==> config.mk <==
export PLATFORM = sky130hd
export DESIGN_NAME = mem_ctrl
export DESIGN_NICKNAME = d
export VERILOG_FILES = /design/src/rtl/mem_ctrl_pkg.sv /design/src/rtl/mem_ctrl.sv
export SDC_FILE = /design/constraint.sdc
export NUM_CORES = 1
export LEC_CHECK = 0
export ABC_AREA = 1
export CORE_MARGIN = 3
export CORE_UTILIZATION = 45
export CTS_BUF_LIST = sky130_fd_sc_hd__clkbuf_8 sky130_fd_sc_hd__clkbuf_16
export CTS_CLUSTER_DIAMETER = 50
export CTS_CLUSTER_SIZE = 25
export DETAILED_ROUTE_END_ITERATION = 6
export GPL_ROUTABILITY_DRIVEN = 0
export GPL_TIMING_DRIVEN = 0
export MAX_ROUTING_LAYER = met4
export PLACE_DENSITY = 0.8
export SYNTH_ARGS = -nofsm -noshare
export SYNTH_HDL_FRONTEND = slang
export SYNTH_SLANG_ARGS = --single-unit
==> constraint.sdc <==
create_clock -name clk -period 5 [get_ports clk]
set_clock_uncertainty 0.2 [all_clocks]
set_input_delay 1 -clock clk [delete_from_list [all_inputs] [get_ports clk]]
set_output_delay 1 -clock clk [all_outputs]
set_load 0.02 [all_outputs]
==> src/rtl/mem_ctrl_pkg.sv <==
// Shared definitions for the RAM-port controller: access lengths, FSM states,
// I/O region marker and the length-to-byte-count helper.
package mem_ctrl_pkg;

  localparam logic [1:0] LEN_B = 2'b00;
  localparam logic [1:0] LEN_H = 2'b01;
  localparam logic [1:0] LEN_W = 2'b11;

  // addr[17:16] value that selects the memory-mapped I/O region
  localparam logic [1:0] IO_HI_DEFAULT = 2'b11;

  typedef enum logic [1:0] {
    IDLE  = 2'd0,
    FETCH = 2'd1,
    LOAD  = 2'd2,
    STORE = 2'd3
  } state_t;

  // Number of RAM byte accesses for a load/store length code
  function automatic logic [2:0] len_to_bytes(input logic [1:0] len);
    case (len)
      LEN_B:   return 3'd1;
      LEN_H:   return 3'd2;
      default: return 3'd4;
    endcase
  endfunction

endpackage

==> src/rtl/mem_ctrl.sv <==
// mem_ctrl: sole owner of the 8-bit RAM port. Arbitrates between instruction
// fetches and load/store requests, serialises each into per-byte accesses and
// assembles read bytes little-endian into a 32-bit result.
module mem_ctrl
  import mem_ctrl_pkg::*;
#(
  parameter logic [1:0] IO_HI = IO_HI_DEFAULT
) (
  input  logic        clk,
  input  logic        rst,
  input  logic        rdy,
  input  logic        clear,
  input  logic        io_buffer_full,
  input  logic [7:0]  mem_din,
  output logic [7:0]  mem_dout,
  output logic [31:0] mem_a,
  output logic        mem_wr,
  input  logic        fetch_req,
  input  logic [31:0] fetch_pc,
  output logic        instr_valid,
  output logic [31:0] instr,
  input  logic        lsb_req,
  input  logic        lsb_wr,
  input  logic [31:0] lsb_addr,
  input  logic [1:0]  lsb_len,
  input  logic [31:0] lsb_wdata,
  output logic        lsb_done,
  output logic [31:0] lsb_rdata
);

  state_t      state;
  logic [2:0]  k;        // reads step 0..N: the extra step drains the last RAM byte
  logic [2:0]  nbytes;
  logic [31:0] addr;
  logic [31:0] wdata;
  logic [31:0] acc;
  logic [31:0] acc_nx;
  logic [1:0]  cap_idx;
  logic        reading;
  logic        io_stall;

  // Activity decode and accumulator with the incoming byte merged in
  always_comb begin
    reading  = (state == FETCH) || (state == LOAD);
    io_stall = (state == STORE) && io_buffer_full && (addr[17:16] == IO_HI);
    cap_idx  = k[1:0] - 2'd1;
    acc_nx   = acc;
    acc_nx[{cap_idx, 3'b000} +: 8] = mem_din;
  end

  // RAM port drive
  always_comb begin
    mem_a    = '0;
    mem_dout = '0;
    mem_wr   = 1'b0;
    if (state == STORE) begin
      mem_a    = addr + {29'd0, k};
      mem_dout = wdata[{k[1:0], 3'b000} +: 8];
      mem_wr   = rdy && !io_stall;
    end else if (reading) begin
      // While frozen, re-present the address of the byte still awaiting capture
      // so the RAM's one-cycle-late output is the right byte on the resume edge.
      if (rdy && (k != nbytes)) begin
        mem_a = addr + {29'd0, k};
      end else if (!rdy && (k != 3'd0)) begin
        mem_a = addr + {29'd0, k} - 32'd1;
      end
    end
  end

  // Arbitration, byte serialisation and result delivery
  always_ff @(posedge clk or negedge rst) begin
    if (!rst) begin
      state       <= IDLE;
      k           <= '0;
      nbytes      <= '0;
      addr        <= '0;
      wdata       <= '0;
      acc         <= '0;
      instr       <= '0;
      instr_valid <= 1'b0;
      lsb_rdata   <= '0;
      lsb_done    <= 1'b0;
    end else if (rdy) begin
      instr_valid <= 1'b0;
      lsb_done    <= 1'b0;
      case (state)
        IDLE: begin
          k   <= '0;
          acc <= '0;
          if (lsb_req) begin
            state  <= lsb_wr ? STORE : LOAD;
            addr   <= lsb_addr;
            wdata  <= lsb_wdata;
            nbytes <= len_to_bytes(lsb_len);
          end else if (fetch_req) begin
            state  <= FETCH;
            addr   <= fetch_pc;
            nbytes <= 3'd4;
          end
        end
        FETCH, LOAD: begin
          if (clear) begin
            state <= IDLE;
          end else if (k == nbytes) begin
            state <= IDLE;
            if (state == FETCH) begin
              instr       <= acc_nx;
              instr_valid <= 1'b1;
            end else begin
              lsb_rdata <= acc_nx;
              lsb_done  <= 1'b1;
            end
          end else begin
            k <= k + 3'd1;
            if (k != 3'd0) acc <= acc_nx;
          end
        end
        STORE: begin
          if (!io_stall) begin
            if (k == nbytes - 3'd1) begin
              state    <= IDLE;
              lsb_done <= 1'b1;
            end else begin
              k <= k + 3'd1;
            end
          end
        end
        default: state <= IDLE;
      endcase
    end
  end

endmodule
* After elaboration in Yosys (flattened, before gate mapping)
Cells that the tools add are included.
** Word-level totals
- Input bits :: 114
- Register bits after elaboration :: 170
- Word-level logic and storage cells :: 97
** Cells by class
- Bitwise operators :: 2
- Reduce and logical (&&, ||, !) cells :: 21
- Shift-type cells :: 3
- Muxes and demuxes :: 39
- Add/sub/neg operators :: 6
- Equal/unequal tests :: 16
** Operator list (count)
- 32-bit 2-to-1 mux :: 9
- 32-bit case mux with 2 select lines :: 1
- 32-bit by 3-bit adder with 32-bit output :: 1
- 32-bit bitwise mux :: 1
- 8-bit by 7-bit variable shift with 32-bit output (first input constant) :: 1
- 32-bit by 6-bit indexed part select with 8-bit output :: 1
- 8-bit by 7-bit indexed part select with 32-bit output :: 1
- 32-bit by 1-bit subtractor with 32-bit output (second input constant) :: 1
- 5-bit AND reduction :: 5
- 3-bit 2-to-1 mux :: 6
- 2-bit 2-to-1 mux :: 6
- 1-bit 2-to-1 mux :: 11
- 2-bit != test (second input constant) :: 5
- 3-bit case mux with 3 select lines :: 1
- 8-bit 2-to-1 mux :: 1
- 5-bit negation with 7-bit output :: 1
- 2-bit equality test (second input constant) :: 3
- 3-bit equality test :: 2
- 3-bit != test (second input constant) :: 2
- 2-bit case mux with 3 select lines :: 1
- 3-bit case mux with 2 select lines :: 1
- 3-bit AND reduction :: 2
- 1-bit logical AND :: 5
- 2-bit by 1-bit equality test with 1-bit output (second input constant) :: 2
- 13 further kinds :: 17

* Depth between registers and ports, before layout
- Depth after elaboration :: 8
- Gate-level depth with buffers :: 17

* Worst setup path after synthesis
OpenSTA, ideal clock, no wires.
- Path type :: register to output
- From :: register k[0]
- To :: output port mem_a[1]
- Cell stages (with the launch flop) :: 13
- Arrival time :: 2.853 ns
- Path buffers :: 5
- Slack :: 0.947 ns
- Cell sequence :: dfrtp_1 clkbuf_1 inv_1 clkbuf_1 clkbuf_1 ha_1 clkbuf_1 a21oi_1 nor2_1 o21ai_0 inv_1 clkbuf_1 a211oi_1
** On the way
- Cells in the longest elaborated chain, start to end :: 6
- Elaborated cells between the ends (all ways) :: 10
- Those cells by class :: add/sub (2); eq/ne (1); mux (4); reduce/logical (3)
** RTL lines
- start: declaration :: RTL line mem_ctrl.sv:32 : logic [2:0] k;
- start signal: assignment :: RTL line mem_ctrl.sv:115 : k <= k + 3'd1;
- start signal: assignment :: RTL line mem_ctrl.sv:125 : k <= k + 3'd1;
- 32-bit by 3-bit adder with 32-bit output or 3-bit nonzero test (tied branches)
- 32-bit by 1-bit subtractor with 32-bit output or 1-bit logical AND (tied branches) :: RTL line mem_ctrl.sv:66, mem_ctrl.sv:65
- 32-bit 2-to-1 mux :: RTL line mem_ctrl.sv:65 : end else if (!rdy && (k != 3'd0)) begin
- 32-bit 2-to-1 mux :: RTL line mem_ctrl.sv:63 : if (rdy && (k != nbytes)) begin
- 32-bit 2-to-1 mux :: RTL line mem_ctrl.sv:60 : end else if (reading) begin
- 32-bit 2-to-1 mux (*) :: RTL line mem_ctrl.sv:56 : if (state == STORE) begin
- end: declaration :: RTL line mem_ctrl.sv:16 : output logic [31:0] mem_a,
Every way passes the cells marked *; elsewhere a longest branch is shown, timed or not.

* Final worst setup path
- From :: register k[0]
- To :: output port mem_a[25]
The elaborated chain is that of the path after synthesis.

==> flow_summary.json <==
{
  "fp.dieH_um": 153,
  "rows": 53,
  "hold_end": "wdata[28]",
  "crit_arrival_ns": 3.57,
  "rr_startpoint": "k[0]",
  "syn_nets": 1511,
  "synth_most_common_cell": "nand2_1",
  "synth_edf_count": 0,
  "finalCritPeriodShare": 0.954,
  "grt_max_degree": 87,
  "core_region_area_um2": 21200,
  "cts_sinks": 170,
  "synth_seq_cells": 170,
  "min_path_cells": 2,
  "maxSlewHeadroom": 0.549,
  "drtPass1Iterations": 6,
  "num-nets-final": 1750,
  "timing.hold.ws_ns": 0.273,
  "dp_hpwl_um": 23000,
  "crit_family": "simple AND/OR/NAND/NOR gates",
  "hold_violations": 0,
  "synth_top_cell_by_area": "dfrtp_1",
  "ant_nets": 0,
  "syn_to_final_growth_pct": 32.9,
  "setup_viol": 0,
  "io_pins": 221,
  "yosysWarnings": 0,
  "root_buffer": "clkbuf_16",
  "cap_viol_max_count": 0,
  "clk_path_buf_depth": 2,
  "via_count": 10100,
  "startpoint": "k[0]",
  "port-buffer-count": 219,
  "rr_endpoint": "acc[14]",
  "drive_above_1_share": 0.0612,
  "grt_pass1_vias": 10000,
  "overflow": 0,
  "min-delay-start": "wdata[28]",
  "synth_top_area_share": 0.435,
  "worstSetupPathType": "reg -> out",
  "worst_setup_path_end_kind": "output pin",
  "reg2reg_slack_ns": 1.70,
  "final_max_slew_viol_count": 0,
  "tritoncts": "done",
  "worst-path-stages": 17,
  "critPathLaunchType": "flip-flop",
  "synth_common_cells": "nand2_1 (493), dfrtp_1 (170), nor2_1 (145)",
  "layout_min_cycle_time_ns": 4.77,
  "dpl_cell_area_um2": 12300,
  "vias_per_cell": 5.30,
  "synth_ff_type": "dfrtp_1",
  "hold_path_class": "reg -> reg",
  "drt_first_iter_violations": 775,
  "critPathBufInv": 2,
  "ys_seq_area_frac": 0.435,
  "synth_cell_types": 42,
  "htreeDepth": 4,
  "grt_util_all_layers": 0.265,
  "leakagePower_nw": 6.19,
  "yosys-top-cells-area": "dfrtp_1 (44%), nand2_1 (19%), nor2_1 (5.6%)",
  "rsz0062_at_grt": "no",
  "worst_pin_slew_ns": 0.676,
  "slowest_stage": "dfrtp_2",
  "status": "completed",
  "wl_per_cell_um": 15.9,
  "syn_area_um2": 9780,
  "ys_async_sr_fraction": 1.00,
  "insertion_delay_ns": 0.43,
  "start_util": 0.462,
  "crit_chain": "ha_1 -> fa_2 -> nand3_2 -> nand2_4 -> nand2_2 -> nand2_1 -> nand2_2 -> nand3_1 -> nor2_2 -> nand3_2 -> nor2_4 -> buf_12 -> nand3_4 -> nor2_4 -> o21ai_1 -> nor2_1 -> dlygate4sd2_1",
  "crit_required_ns": 3.80,
  "die_w_um": 153,
  "synth_cells": 1382,
  "fin_area_um2": 13000,
  "fmax_mhz": 210,
  "syn_area_per_cell_um2": 7.08,
  "rr_worst_depth": 11,
  "antenna_found_initial": 0,
  "cts_buffers": 17,
  "wirelength_um": 30300,
  "power_density_nw_per_um2": 570,
  "cpPeakStageDelay_ns": 0.48,
  "critPathMaxFanout": 9,
  "grt_pass1_wl_um": 49700,
  "ir_worst_vdd_uv": 288,
  "clkTransAtPathRegs_ns": 0.07,
  "drc": 0,
  "die_area_um2": 23500
}
## logic make-up (layout without fill, tap and decap cells)
kind of cell | Yosys count | count (layout) | synth area share
AO/OA/AOI/OAI | 192 | 192 | 0.109
XOR/XNOR | 16 | 16 | 0.0151
adder cells (fa/ha/maj) | 15 | 15 | 0.0200
buffers and inverters | 194 | 446 | 0.0746
flip-flops | 170 | 170 | 0.435
other | 0 | 1 | 0
AND/OR/NAND/NOR | 795 | 795 | 0.346
## power breakdown
part | internal, W | switching (W)
logic | 0.00134 | 0.00242
registers | 0.00184 | 0.000405
clock network | 0.000766 | 0.000622
total | 0.00395 | 0.00345
## how the worst max path moves through the flow
stage                     end  slack [ns]
floorplan            mem_a[1]        0.95
global placement    wdata[19]       -4.13
detailed placement  mem_a[28]       -0.46
CTS                 mem_a[13]      0.0006
global route         mem_a[8]        0.06
finish              mem_a[25]        0.23
## cell usage in the layout, fill, tap and decap left out, drive strengths merged, types with 16 or more instances in the layout
master,n
nand2,507
clkdlybuf4s50,190
dfrtp,170
nor2,164
inv,144
o21ai,85
nand3,80
clkbuf,71
o22ai,34
a31oi,33
a21oi,32
nand4,20
dlygate4sd2,19
nor3,16
## state kept, by name, summed over array words and instances (netlist names)
| register | flops |
|---|---|
| addr | 32 |
| instr | 32 |
| nbytes | 3 |
| k | 3 |
| lsb_rdata | 32 |
| state | 2 |
| acc | 32 |
| lsb_done | 1 |
| wdata | 32 |
| instr_valid | 1 |
## layer usage
layer	vias up	global-route usage	routed length (um)
met1	4700	0.329	12500
met5	-	-	0
met4	0	0.109	1100
li1	4897	-	-
met2	457	0.430	14600
met3	77	0.0493	2120
## per-stage QoR
step	setup TNS [ns]	util	total power [W]	setup slack, ns	instances
4_1_cts	0	0.613	0.00737	0.000576	1908
6_report	0	0.614	0.00740	0.232	1910
3_3_place_gp	-711.09	0.582	0.00592	-4.13	1876
3_5_place_dp	-11.17	0.584	0.00603	-0.459	1877
2_1_floorplan	0	-	0.00460	0.947	1382
5_1_grt	0	0.614	0.00794	0.0624	1909
## repair_timing
item / CTS / global route
setup endpoints to repair: 32 / 23
hold buffers: 0 / 0
setup buffers: 0 / 1
gates resized for setup: 36 / 19
pin swaps: 0 / 2
## cell type report
type / instances / area (um2)
Inverter: 137 / 514
Fill cell: 1833 / 8160
Timing Repair Buffer: 221 / 2220
Buffer: 56 / 230
Clock inverter: 15 / 196
Multi-Input combinational cell: 1018 / 4810
Sequential cell: 170 / 4260
Clock buffer: 17 / 425
Tap cell: 275 / 344
Antenna cell: 1 / 2.50
## worst register-to-register path: stages, from the launching register on
cell and delay [ns]:
dfrtp_2 0.46, clkbuf_4 0.24, inv_1 0.09, clkbuf_2 0.19
clkbuf_4 0.23, ha_2 0.28, nand3_1 0.10, o21ai_0 0.10
nor3_2 0.51, clkbuf_1 0.48, nand3_1 0.16, o21ai_0 0.16
Note: power is estimated with default switching activity, not from simulation.
